`config.mk`:
```
export PLATFORM = sky130hd
export DESIGN_NAME = uart_rx_mmio_flat
export DESIGN_NICKNAME = d
export VERILOG_FILES = /design/src/rtl/uart_rx_mmio_if.sv /design/src/rtl/uart_rx_mmio.sv /design/src/flat_wrapper.sv
export SDC_FILE = /design/constraint.sdc
export NUM_CORES = 1
export LEC_CHECK = 0
export BUFFER_PORTS_ARGS = -buffer_cell sky130_fd_sc_hd__buf_2
export CORE_MARGIN = 2
export CORE_UTILIZATION = 49
export CTS_CLUSTER_DIAMETER = 120
export DETAILED_ROUTE_END_ITERATION = 12
export PLACE_DENSITY = 0.73
export REMOVE_ABC_BUFFERS = 1
export SYNTH_ARGS = -nofsm -noshare
export SYNTH_HDL_FRONTEND = slang
export SYNTH_SLANG_ARGS = --single-unit
```
`constraint.sdc`:
```
create_clock -name clk -period 3.2 [get_ports clk]
set_input_delay 0.64 -clock clk [delete_from_list [all_inputs] [get_ports clk]]
set_output_delay 0.64 -clock clk [all_outputs]
set_load 0.01 [all_outputs]
```
`src/rtl/uart_rx_mmio_if.sv`:
```
// CPU-side bus and receive-strobe bundle for the memory-mapped UART receiver.
// Every strobe (rx_valid, rd_en, wr_valid) is a one-cycle valid with no ready:
// the slave accepts whatever is presented on the edge where the strobe is high.
interface uart_rx_mmio_if;
  logic        rx_valid;
  logic [7:0]  rx_data;
  logic        rd_en;
  logic [31:0] rd_addr;
  logic        wr_valid;
  logic [31:0] wr_addr;
  logic [31:0] wr_data;
  logic [31:0] rd_data;
  logic        rd_hit;
  logic        irq;

  modport master (
    output rx_valid, rx_data, rd_en, rd_addr, wr_valid, wr_addr, wr_data,
    input  rd_data, rd_hit, irq
  );

  modport slave (
    input  rx_valid, rx_data, rd_en, rd_addr, wr_valid, wr_addr, wr_data,
    output rd_data, rd_hit, irq
  );
endinterface

```
`src/rtl/uart_rx_mmio.sv`:
```
// Receive FIFO for bytes from rx_uart, exposed to the CPU as DATA/STATUS
// read registers and a CTRL register whose bit 0 flushes the FIFO.
module uart_rx_mmio #(
  parameter logic [31:0] BASE_ADDR  = 32'hFFFF_0010,
  parameter int          DEPTH_BITS = 4
) (
  input  logic           clk,
  input  logic           i_reset,
  uart_rx_mmio_if.slave  bus
);
  localparam int          DEPTH       = 1 << DEPTH_BITS;
  localparam logic [31:0] STATUS_ADDR = BASE_ADDR + 32'd4;
  localparam logic [31:0] CTRL_ADDR   = BASE_ADDR + 32'd8;

  logic [7:0]            mem [DEPTH];
  logic [DEPTH_BITS-1:0] wptr;
  logic [DEPTH_BITS-1:0] rptr;
  logic [DEPTH_BITS:0]   count;
  logic [DEPTH_BITS:0]   count_next;
  logic                  overrun;
  logic                  overrun_next;
  logic                  full;
  logic                  empty;
  logic                  data_rd;
  logic                  status_rd;
  logic                  flush;
  logic                  pop;
  logic                  push;
  logic                  overrun_event;
  logic [7:0]            count_b;
  logic [31:0]           status_word;
  logic                  unused_wr_bits;

  // count never exceeds DEPTH, so its MSB alone marks the full state
  assign full  = count[DEPTH_BITS];
  assign empty = (count == '0);

  assign data_rd   = bus.rd_en && (bus.rd_addr == BASE_ADDR);
  assign status_rd = bus.rd_en && (bus.rd_addr == STATUS_ADDR);
  assign flush     = bus.wr_valid && (bus.wr_addr == CTRL_ADDR) && bus.wr_data[0];
  assign unused_wr_bits = ^bus.wr_data[31:1];

  // A pop frees a slot in the same cycle, so a push into a full FIFO still lands
  assign pop           = data_rd && !empty;
  assign push          = bus.rx_valid && (!full || pop) && !flush;
  assign overrun_event = bus.rx_valid && full && !pop && !flush;

  assign count_b     = 8'(count);
  assign status_word = {16'b0, count_b, 5'b0, overrun, full, !empty};

  always_comb begin
    count_next   = count;
    overrun_next = overrun;
    if (flush) begin
      count_next   = '0;
      overrun_next = 1'b0;
    end else begin
      case ({push, pop})
        2'b10:   count_next = count + (DEPTH_BITS+1)'(1);
        2'b01:   count_next = count - (DEPTH_BITS+1)'(1);
        default: count_next = count;
      endcase
      // a fresh overrun outranks the clear-on-read of STATUS
      if (overrun_event)  overrun_next = 1'b1;
      else if (status_rd) overrun_next = 1'b0;
    end
  end

  always_ff @(posedge clk or posedge i_reset) begin
    if (i_reset) begin
      wptr    <= '0;
      rptr    <= '0;
      count   <= '0;
      overrun <= 1'b0;
    end else begin
      count   <= count_next;
      overrun <= overrun_next;
      if (flush) begin
        wptr <= '0;
        rptr <= '0;
      end else begin
        if (push) wptr <= wptr + DEPTH_BITS'(1);
        if (pop)  rptr <= rptr + DEPTH_BITS'(1);
      end
    end
  end

  always_ff @(posedge clk) begin
    if (push) mem[wptr] <= bus.rx_data;
  end

  always_ff @(posedge clk or posedge i_reset) begin
    if (i_reset) begin
      bus.rd_data <= '0;
      bus.rd_hit  <= 1'b0;
      bus.irq     <= 1'b0;
    end else begin
      bus.irq <= !empty;
      if (data_rd) begin
        bus.rd_hit  <= 1'b1;
        bus.rd_data <= empty ? 32'd0 : {24'b0, mem[rptr]};
      end else if (status_rd) begin
        bus.rd_hit  <= 1'b1;
        bus.rd_data <= status_word;
      end else begin
        bus.rd_hit  <= 1'b0;
        bus.rd_data <= '0;
      end
    end
  end
endmodule

```
`src/flat_wrapper.sv`:
```
// flat-port wrapper written by rule: the top's interface ports become plain ports
module uart_rx_mmio_flat 
#(
  parameter logic [31:0] BASE_ADDR  = 32'hFFFF_0010,
  parameter int          DEPTH_BITS = 4
)
  (clk, i_reset, bus_rx_valid, bus_rx_data, bus_rd_en, bus_rd_addr, bus_wr_valid, bus_wr_addr, bus_wr_data, bus_rd_data, bus_rd_hit, bus_irq);
  uart_rx_mmio_if bus_i ();
  input  logic clk;
  input  logic i_reset;
  input wire logic [$bits(bus_i.rx_valid)-1:0] bus_rx_valid;
  input wire logic [$bits(bus_i.rx_data)-1:0] bus_rx_data;
  input wire logic [$bits(bus_i.rd_en)-1:0] bus_rd_en;
  input wire logic [$bits(bus_i.rd_addr)-1:0] bus_rd_addr;
  input wire logic [$bits(bus_i.wr_valid)-1:0] bus_wr_valid;
  input wire logic [$bits(bus_i.wr_addr)-1:0] bus_wr_addr;
  input wire logic [$bits(bus_i.wr_data)-1:0] bus_wr_data;
  output wire logic [$bits(bus_i.rd_data)-1:0] bus_rd_data;
  output wire logic [$bits(bus_i.rd_hit)-1:0] bus_rd_hit;
  output wire logic [$bits(bus_i.irq)-1:0] bus_irq;
  assign bus_i.rx_valid = bus_rx_valid;
  assign bus_i.rx_data = bus_rx_data;
  assign bus_i.rd_en = bus_rd_en;
  assign bus_i.rd_addr = bus_rd_addr;
  assign bus_i.wr_valid = bus_wr_valid;
  assign bus_i.wr_addr = bus_wr_addr;
  assign bus_i.wr_data = bus_wr_data;
  assign bus_rd_data = bus_i.rd_data;
  assign bus_rd_hit = bus_i.rd_hit;
  assign bus_irq = bus_i.irq;
  uart_rx_mmio #(.BASE_ADDR(BASE_ADDR), .DEPTH_BITS(DEPTH_BITS)) u_core (.clk(clk), .i_reset(i_reset), .bus(bus_i));
endmodule
```
==> results of run 1 <==
-- final cells by class --
cell class                      count  share of cell area [%]
Clock buffer                       19                    5.47
Clock inverter                     13                    1.58
Multi-Input combinational cell    209                    24.5
Timing Repair Buffer              108                    7.50
Sequential cell                   157                    57.8
Tap cell                          176                    2.78
Inverter                            9                   0.427
-- registers in the layout (all words and copies together) (netlist names) --
signal / flops
u_core.bus.rd_data: 13
u_core.wptr: 4
u_core.overrun: 1
u_core.count: 5
u_core.mem: 128
u_core.rptr: 4
u_core.bus.irq: 1
u_core.bus.rd_hit: 1
-- routing by layer --
| metal | share of wire (%) | track usage (%) | vias to the layer above |
|---|---|---|---|
| met2 | 50 | 32.2 | 138 |
| met5 | 0 | 0 | - |
| li1 | - | - | 1745 |
| met3 | 6.2 | 4.89 | 16 |
| met1 | 42 | 25.5 | 1908 |
| met4 | 1.4 | 8.58 | 0 |
-- power by group through the flow --
stage                     sequential, uW  clock, uW  combinational, uW
after floorplan                     2530          0                357
after global placement              2540          0                540
after detailed placement            2560          0                566
after CTS                           2520       1900                568
after global routing                2540       2000                634
final                               2520       1880                565
-- worst max-delay path: cells and delay by family --
kind,cells,cell delay (ps)
AOI/OAI and AO/OA,1,290
xor gates and xnor gates,2,310
buffers and inverters,4,460
and+or+nand+nor,5,810
adders and majority gates,2,410
-- worst paths after layout --
path,startpoint,endpoint,slack (ps),depth (start not counted)
worst max register to register,u_core.count[1]$_DFFE_PP0P_,u_core.count[2]$_DFFE_PP0P_,700,11
max in group asynchronous,i_reset,u_core.rptr[0]$_DFFE_PP0P_,2590,3
min in group clk,bus_rd_addr[2],u_core.bus.rd_data[0]$_DFF_PP0_,550,2
worst min-delay path,i_reset,u_core.bus.rd_data[6]$_DFF_PP0_,290,3
worst min register to register,u_core.overrun$_DFFE_PP0P_,u_core.bus.rd_data[2]$_DFF_PP0_,550,1
worst max-delay path,bus_rd_addr[1],u_core.count[4]$_DFFE_PP0P_,590,14
-- cells in the mapped netlist, types with 2 or more instances --
library cell,instances
edfxtp_1,128
mux2i_1,17
nor2_1,13
inv_1,9
buf_4,22
nor3_1,2
nand4_1,9
nand3_1,3
and3_1,17
and2_1,8
a21oi_1,12
nor4b_1,4
a21o_1,2
clkbuf_1,10
mux4_1,8
a221oi_1,6
nor2b_1,10
and4_1,2
a22oi_1,4
o21ai_0,8
or3_1,4
mux4_2,21
xnor2_1,3
nand2_1,4
dfrtp_1,29
nor4_1,3
buf_2,2
ha_1,8
a211oi_1,3
xor2_1,6
-- logic make-up (layout without fill, tap and decap cells) --
family | Yosys count | count (layout) | synth area share [%]
flops | 157 | 157 | 68.0
fa+ha+maj | 8 | 8 | 1.49
simple gates | 86 | 86 | 8.03
other cells | 1 | 19 | 0.0558
compound gates | 41 | 41 | 4.36
mux | 46 | 46 | 12.7
buf+inv | 45 | 149 | 4.14
xor+xnor | 9 | 9 | 1.17
-- stage by stage --
step / util [%] / std cells / instance area [sq um] / TNS [ps]
global route: 59.5 / 691 / 7910 / 0
CTS: 59.5 / 691 / 7910 / 0
detailed placement: 55.3 / 659 / 7350 / 0
floorplan: - / 375 / 6540 / -203
global placement: 55.3 / 659 / 7350 / 0
finish: 59.5 / 691 / 7910 / 0
-- layout by cell type, fill, tap and decap left out, types with 8 or more instances in the layout --
master and n:
mux4_1 8, mux2i_1 17, mux4_2 21, and2_1 8, ha_1 8, a21oi_1 12, buf_2 92, buf_4 15
conb_1 19, edfxtp_1 128, inv_1 9, and3_1 17, nor2_1 13, clkbuf_16 17, nor2b_1 10, dfrtp_1 28
o21ai_0 8, nand4_1 9
==> key figures, run 1 <==
Floorplanning
  • Initial core utilization: roughly half
  • Die ar.: approximately 15000 sq um
  • Die Span Y: 121 um
  • Area of the core: about 13000 sq um
  • # rows: 42
  • Die Wd: about 120 um
  • Io pins: 143

Pwr
  • Pwr/cell area: 627 nW/um^2
  • Seq pwr share: 50.7%
  • Sw frac: 24.1%
  • Clk pwr share: between 30% and 40%
  • Pleak: between 0.003 and 0.004 uW
  • Gate power share: 11.4%
  • VDD IR max: about 0.38 mV
  • P_sw: roughly 1200 uW
  • Overall power: about 5000 uW
  • Internal: between 3000 and 4000 uW

Critical path
  • Crit path max-delay cell type: and4_1
  • Critical Path RT: around 3500 ps
  • CP Capture Type: flip-flop
  • CP startpoint kind: input pin
  • Crit-path max FO: 5
  • WP data arrival: just under 3000 ps
  • Critical-path cell list: buf_2 -> nor4b_1 -> and4_1 -> buf_4 -> nand3_2 -> inv_1 -> ha_1 -> xor2_1 -> ha_1 -> inv_1 -> a222oi_1 -> nor3_1 -> xnor2_1 -> nor2_1
  • Critical path class: in2reg
  • Slowest Stage Delay on Critical Path: about 300 ps

Clocking
  • Clock Pin Slew Worst Setup and Hold Paths: 60 ps
  • CTS tree: done
  • H-tree levels: 4
  • CTS Root Cell: clkbuf_16
  • Num CTS Buffers: 17
  • Post-cts sizing count: 0
  • Max clock buf depth: 2
  • # Post-CTS Setup Buffers: 0
  • CTS sink count: ~160
  • CTS hold repair buffers: 0
  • Clock Latency Late Sink: ~420 ps

GRT
  • Wire length of the first global-routing pass: 20.7 mm
  • Initial antenna violation count: 0
  • Largest net degree at the start of global routing: 30
  • GRT Total Usage: approximately a fifth
  • Vias in the first global route: between 3000 and 4000
  • Total congestion overflow: 0

Cells and area
  • Area Growth Syn to Fin: 17.8%
  • Fillers: a little under 1000
  • Register area: approximately 4600 sq um
  • Nets: around 620
  • Share of cells above drive strength 1: 31.5%
  • Multi-input gate area: approximately 1900 sq um
  • Ant diodes: 0

Timing
  • Tcrit/Tclk final: around four fifths
  • Slew Viols, Final: 0
  • Fmax: about 0.38 GHz
  • Worst Hold Slack: 291 ps
  • Unrepaired setup endpoints after global routing: false
  • Worst slew margin: between 50% and 60%
  • Final hold vios: 0
  • Slew @ Worst Pin: ~700 ps
  • Fin worst setup slack: a little under 600 ps
  • Skew final: ~11 ps
  • Min Clock Period, post-route: 2610 ps
  • Final setup violation count: 0

Logic synthesis
  • Ys flop type: edfxtp_1
  • Yosys cell types: 46
  • Area share of the largest cell type after synthesis: 57.2%
  • Syn Inst Count: between 300 and 400
  • Top post-synthesis cells by area: edfxtp_1 57%, dfrtp_1 11%, mux4_2 7.0%
  • Yosys top cell by area: edfxtp_1
  • Async set-or-reset flop fraction in the synthesized netlist: between 10% and 20%
  • Post-synth EDFFs: about 130
  • Post-synthesis register bit count: 157
  • Yosys warnings: 0
  • Synthesized area: 6720 sq um
  • Avg Inst Size Synth: ~17 sq um
  • Post-synthesis sequential area ratio: about two thirds

Placement
  • Port bufs: 92
  • Pre-CTS setup slack: approximately 150 ps
  • DP HPWL: about 9 mm
  • GP Congestion: 0.781

Run status
  • Outcome: finished, final reports clean

Job
  • Total of max-cap violations: 0

Routing
  • # DRC: 0
  • Routed WL: ~13 mm
  • Antenna Nets Post-Route: 0
  • DRT iter0 DRCs: about 380
  • Via density: between 5 and 6
  • Total iterations of the first detailed-routing run: 5
  • Per-cell routed wire length: between 15 and 20 um
  • Total number of vias: around 3800

Hold path
  • Worst Hold Class: in2async
No activity file was read; power rests on OpenSTA's default activity.
==> inputs of run 2 (changes only) <==
- PLACE_DENSITY: 0.73 -> 0.76
- clock period: 3.2 -> 2.29 ns (I/O delays scaled with it)
==> run 2 against run 1 <==
Effect of this change:
- the run now ends with setup timing left
- register-to-register slack worse by 750 ps
- critical path depth unchanged
- final cell count up 5.8%
- worst hold slack worse by 180 ps
- cell area up 7.7%
- largest cell class unchanged
- first-iteration DRC count down 5.0%
- combinational power up 96%
- global-route usage up 1.4 points
- sequential share of layout area down 4.1 points
- core utilization up 4.6 points
- clock power up 47%
- clock-buffer cell count down 1
==> key figures, run 2 (same netlist as run 1, synthesis figures left out) <==
Run status
  • Failing checks: setup timing
  • Outcome: complete, but fails checks

GRT
  • Initial antenna violation count: 0
  • GRT Total Usage: 21.2%
  • Largest net degree at the start of global routing: 30
  • Total congestion overflow: 0
  • Vias in the first global route: between 4000 and 5000
  • Wire length of the first global-routing pass: 22.3 mm

Critical path
  • Critical path origin: bus_rd_addr[9]
  • Worst r2r src: u_core.count[2]$_DFFE_PP0P_
  • Critical Path RT: roughly 2600 ps
  • CP Capture Type: flip-flop
  • WP data arrival: around 2700 ps
  • Crit-path max FO: 3
  • CP startpoint kind: input pin
  • Critical path class: in2reg
  • R2r setup slk: -50 ps

Floorplanning
  • Area of the core: roughly 13000 sq um
  • Die Wd: roughly 120 um
  • Die Span Y: approximately 120 um
  • # rows: 42
  • Io pins: around 140
  • Initial core utilization: roughly 51%
  • Die ar.: 14700 sq um

Placement
  • DP HPWL: just under 10 mm
  • Port bufs: just over 90
  • Pre-CTS setup slack: -580 ps
  • GP Congestion: a little under 0.8
  • DP Area: a little under 8000 sq um

Routing
  • Total iterations of the first detailed-routing run: 5
  • Via density: about 5.5
  • Total number of vias: about 4000
  • # DRC: 0
  • Antenna Nets Post-Route: 0
  • Routed WL: 14.9 mm
  • Per-cell routed wire length: 20.4 um
  • DRT iter0 DRCs: approximately 360

Pwr
  • VDD IR max: ~0.73 mV
  • Pwr/cell area: 863 nW/um^2
  • Pleak: ~0.0033 uW

Job
  • Total of max-cap violations: 0

Timing
  • Unrepaired setup endpoints after global routing: true
  • Fin worst setup slack: -106 ps
  • Min Clock Period, post-route: roughly 2400 ps
  • Tcrit/Tclk final: 105%
  • Skew final: 9.16 ps
  • Slew Viols, Final: 0
  • Final setup violation count: 2
  • Final hold vios: 0
  • Worst Hold Slack: approximately 110 ps
  • Fmax: 0.417 GHz

Clocking
  • Max clock buf depth: 2
  • CTS Root Cell: clkbuf_16
  • CTS tree: done
  • Num CTS Buffers: 17
  • CTS sink count: ~160
  • Clock Pin Slew Worst Setup and Hold Paths: 70 ps
  • H-tree levels: 4
  • Clock Latency Late Sink: about 420 ps

Hold path
  • Worst Hold Class: in2async

Cells and area
  • Share of cells above drive strength 1: between 40% and 50%
  • Most common cell after layout, fill and taps aside: edfxtp_1
  • Area Growth Syn to Fin: 26.9%
  • Post-layout instance area: 8520 sq um
  • Largest regs: u_core.mem (128), u_core.bus.rd_data (13), u_core.count (5)
  • Biggest register: u_core.mem
  • Nets: about 660
  • Commonest non-fill, non-tap cells in the layout: 128 x edfxtp_1, 81 x buf_2, 47 x buf_4
  • Ant diodes: 0
  • Number of flip-flops under the largest register name: around 130
[run 2: cell count changes in the layout (fill, tap and decap cells not counted), moves of 4 or more]
cell / change
inv_6: +5
buf_4: +32
buf_12: +8
buf_6: +11
nor4b_1: -4
buf_2: -11
[run 2: critical path: stages]
cell	delay [ps]
buf_6	90
nor4_2	280
and4_4	280
a41oi_4	140
nor2_4	120
inv_2	60
ha_4	170
xor2_2	150
ha_2	220
inv_1	50
a222oi_1	390
nor3_2	100
xnor2_1	140
nor2_1	50
[run 2: stage by stage]
| stage | instances | setup TNS, ps | util (%) | total power (uW) |
|---|---|---|---|---|
| CTS | 730 | 0 | 63.0 | 7340 |
| floorplan | 375 | -6320 | - | 4030 |
| global placement | 696 | -1370 | 58.1 | 4500 |
| global route | 731 | -464 | 64.1 | 7650 |
| detailed placement | 696 | -2510 | 58.1 | 4560 |
| finish | 731 | -182 | 64.1 | 7350 |
[run 2: layer usage]
layer / track usage, % / up-vias / part of all wire [%]
met3: 6.06 / 14 / 6.2
met2: 36.1 / 166 / 52
met1: 26.7 / 2042 / 40
li1: - / 1822 / -
met5: 0 / - / 0
met4: 5.96 / 0 / 1.2
[run 2: area by class of cell]
cell class / instances / area [sq um]
clock inverters: 14 / 150
flip-flops and latches: 157 / 4570
fillers: 912 / 4770
multi-input cells: 209 / 2040
well taps: 176 / 220
repair buffers: 148 / 1060
inverters: 9 / 33.8
clock buffers: 18 / 439
[run 2: final timing paths]
kind	endpoint	cells after the start
setup / recovery	u_core.count[4]$_DFFE_PP0P_	14
setup reg to reg	u_core.count[4]$_DFFE_PP0P_	13
max in group asynchronous	u_core.rptr[0]$_DFFE_PP0P_	3
hold reg to reg	u_core.bus.irq$_DFF_PP0_	2
hold / removal	u_core.bus.rd_data[6]$_DFF_PP0_	3
min in group clk	u_core.mem[12][1]$_DFFE_PP_	1
[run 2: power by group]
group | switching, uW | internal [uW] | leakage [uW]
Sequential | 125 | 3360 | 0.00153
Clock | 1190 | 1570 | 0.000291
Combinational | 597 | 512 | 0.00151
Total | 1910 | 5440 | 0.00333
[run 2: timing repair]
action / CTS / global route
pin swaps: 12 / 18
endpoints found under the setup margin: 2 / 3
hold buffers: 0 / 0
resized for setup: 12 / 22
setup buffers: 2 / 1
==> inputs of run 3 (changes only) <==
- ABC_AREA: not set -> 1
- PLACE_DENSITY: 0.76 -> 0.75
==> run 3 against run 2 <==
Effect of this change:
- the flow now finishes without violations
- first-iteration DRC count grew 54%
- cell area up 1.4%
- via count rose by 31%
- clock-buffer cell count did not move
- register-to-register slack better by 140 ps
- critical endpoint unchanged
- core utilization shrank 4.2 points
==> key figures, run 3 <==
Critical path
  • WP data arrival: 2530 ps
  • CP Capture Type: flip-flop
  • Critical path class: reg2reg
  • CP startpoint kind: flip-flop
  • Critical Path RT: 2620 ps
  • Crit-path max FO: 3

Routing
  • Per-cell routed wire length: ~16 um
  • Total number of vias: around 5300
  • Antenna Nets Post-Route: 0
  • # DRC: 0
  • Via density: ~5.3
  • DRT iter0 DRCs: 557
  • Routed WL: approximately 17 mm
  • Total iterations of the first detailed-routing run: 5

Placement
  • DP Area: 8010 sq um
  • DP HPWL: roughly 11 mm
  • GP Congestion: 0.816
  • Port bufs: 92

Pwr
  • P_sw: just under 2000 uW
  • Gate power share: between 10 and 15%
  • Sw frac: roughly a quarter
  • Seq pwr share: 46.1%
  • Internal: between 5000 and 6000 uW
  • Pwr/cell area: approximately 840 nW/um^2
  • VDD IR max: approximately 0.57 mV
  • Clk pwr share: around 40%
  • Pleak: 0.00354 uW

GRT
  • Total congestion overflow: 0
  • Initial antenna violation count: 0
  • GRT Total Usage: 21.6%
  • Largest net degree at the start of global routing: 70
  • Vias in the first global route: 5064
  • Wire length of the first global-routing pass: around 25 mm

Run status
  • Outcome: finished, final reports clean

Hold path
  • Worst Hold Class: in2async

Floorplanning
  • Area of the core: approximately 14000 sq um
  • # rows: 44
  • Die Wd: roughly 120 um
  • Io pins: between 100 and 150
  • Die Span Y: around 120 um
  • Initial core utilization: about half
  • Die ar.: around 16000 sq um

Logic synthesis
  • Synthesized area: between 7000 and 8000 sq um
  • Yosys warnings: 0
  • Syn Inst Count: ~680
  • Most instantiated library cell after synthesis: nand2_1
  • Yosys cell types: 34
  • Yosys top cell by area: edfxtp_1
  • Avg Inst Size Synth: between 10 and 15 sq um
  • Top post-synthesis cells by area: edfxtp_1 54%, dfrtp_1 10%, nand2_1 7.5%
  • Ys flop type: edfxtp_1
  • Area share of the largest cell type after synthesis: between 50% and 60%
  • Post-synthesis sequential area ratio: between 60% and 70%
  • Post-synth EDFFs: between 100 and 150
  • Async set-or-reset flop fraction in the synthesized netlist: 18.5%
  • Post-synthesis register bit count: around 160
  • Commonest cells in the synthesized netlist: 143 x nand2_1, 128 x edfxtp_1, 102 x nor2_1

Timing
  • Slew @ Worst Pin: between 800 and 900 ps
  • Worst Hold Slack: 12.9 ps
  • Min Clock Period, post-route: ~2200 ps
  • Slew Viols, Final: 0
  • Unrepaired setup endpoints after global routing: true
  • Final hold vios: 0
  • Fmax: approximately 0.45 GHz
  • Tcrit/Tclk final: 96.2%
  • Worst slew margin: 43.2%
  • Skew final: approximately 9 ps
  • Final setup violation count: 0

Cells and area
  • Share of cells above drive strength 1: about a quarter
  • Number of flip-flops under the largest register name: around 130
  • Ant diodes: 0
  • Most common cell after layout, fill and taps aside: nand2_1
  • Commonest non-fill, non-tap cells in the layout: 143 x nand2_1, 128 x edfxtp_1, 97 x nor2_1
  • Biggest register: u_core.mem
  • Area Growth Syn to Fin: 20.8%
  • Nets: 926
  • Largest regs: u_core.mem (128), u_core.bus.rd_data (13), u_core.count (5)
  • Post-layout instance area: just under 9000 sq um

Clocking
  • Clock Latency Late Sink: between 400 and 500 ps
  • CTS tree: done
  • Clock Pin Slew Worst Setup and Hold Paths: 60 ps
  • Num CTS Buffers: 17
  • Max clock buf depth: 2
  • H-tree levels: 4
  • CTS Root Cell: clkbuf_16
  • CTS sink count: 157

Job
  • Total of max-cap violations: 0
==> run 3: cells by family after synthesis <==
kind of cell / share of synthesized area [%]
compound gates: 6.21
xor+xnor: 0.857
fa+ha+maj: 1.40
buf+inv: 6.22
flops: 63.8
other cells: 0.0524
simple gates: 21.4
==> run 3: worst max-delay path, cell delays in order (launching register included) <==
cell and delay [ps]:
dfrtp_1 400, nor2_2 130, nand4_2 140, nand4_4 100
buf_4 120, inv_1 70, ha_4 170, nor2_2 110
nor2_2 50, ha_1 180, a21o_1 180, nand2_1 60
o21ai_1 70, a21oi_1 130, o21ai_0 90, nand2_1 60
inv_1 30
==> run 3: cell type report <==
class / count / area (sq um)
clock buffers: 18 / 429
flip-flops and latches: 157 / 4570
repair buffers: 139 / 838
inverters: 44 / 165
well taps: 184 / 230
clock inverters: 14 / 175
fillers: 1167 / 5780
multi-input cells: 450 / 2240
==> run 3: power groups by stage <==
stage | logic (uW) | clock network (uW) | registers [uW]
after detailed placement | 1010 | 0 | 3390
after CTS | 1010 | 2890 | 3330
after global placement | 980 | 0 | 3380
after floorplan | 534 | 0 | 3390
after global routing | 1140 | 3020 | 3350
final | 1050 | 2860 | 3340
==> run 3: repair_timing <==
| action | CTS | global route |
|---|---|---|
| resized for setup | 0 | 9 |
| setup endpoints to repair | 0 | 3 |
| hold buffers | 0 | 0 |
| setup buffers | 0 | 1 |
| hold endpoints to repair | 0 | 0 |
==> run 3: metrics by stage <==
stage	instances	utilization (%)	total power [uW]	setup slack (ps)	setup TNS, ps
after floorplan	651	-	3920	-537	-3960
after global placement	973	55.5	4360	-257	-9870
after detailed placement	973	55.5	4400	-282	-12520
after CTS	1005	59.7	7240	45.2	0
after global routing	1006	59.9	7520	-50.3	-50.3
final	1006	59.9	7250	86.0	0
==> run 3: final timing paths <==
path                                             start                              end  slack (ps)  depth (start not counted)
hold reg to reg             u_core.overrun$_DFFE_PP0P_  u_core.bus.rd_data[2]$_DFF_PP0_         500                          2
min in group clk                          bus_rx_valid       u_core.overrun$_DFFE_PP0P_         390                          3
setup / recovery           u_core.count[4]$_DFFE_PP0P_      u_core.count[4]$_DFFE_PP0P_          90                         16
setup reg to reg           u_core.count[4]$_DFFE_PP0P_      u_core.count[4]$_DFFE_PP0P_          90                         16
max in group asynchronous                      i_reset       u_core.wptr[1]$_DFFE_PP0P_        1680                          3
hold / removal                                 i_reset      u_core.bus.rd_hit$_DFF_PP0_          10                          2
==> run 3: metal layers <==
layer | up-vias | wire (um) | GRT usage (%)
met3 | 38 | 1070 | 4.60
li1 | 2535 | - | -
met1 | 2517 | 6520 | 26.5
met2 | 204 | 8380 | 36.8
met4 | 0 | 544 | 9.93
met5 | - | 0 | 0
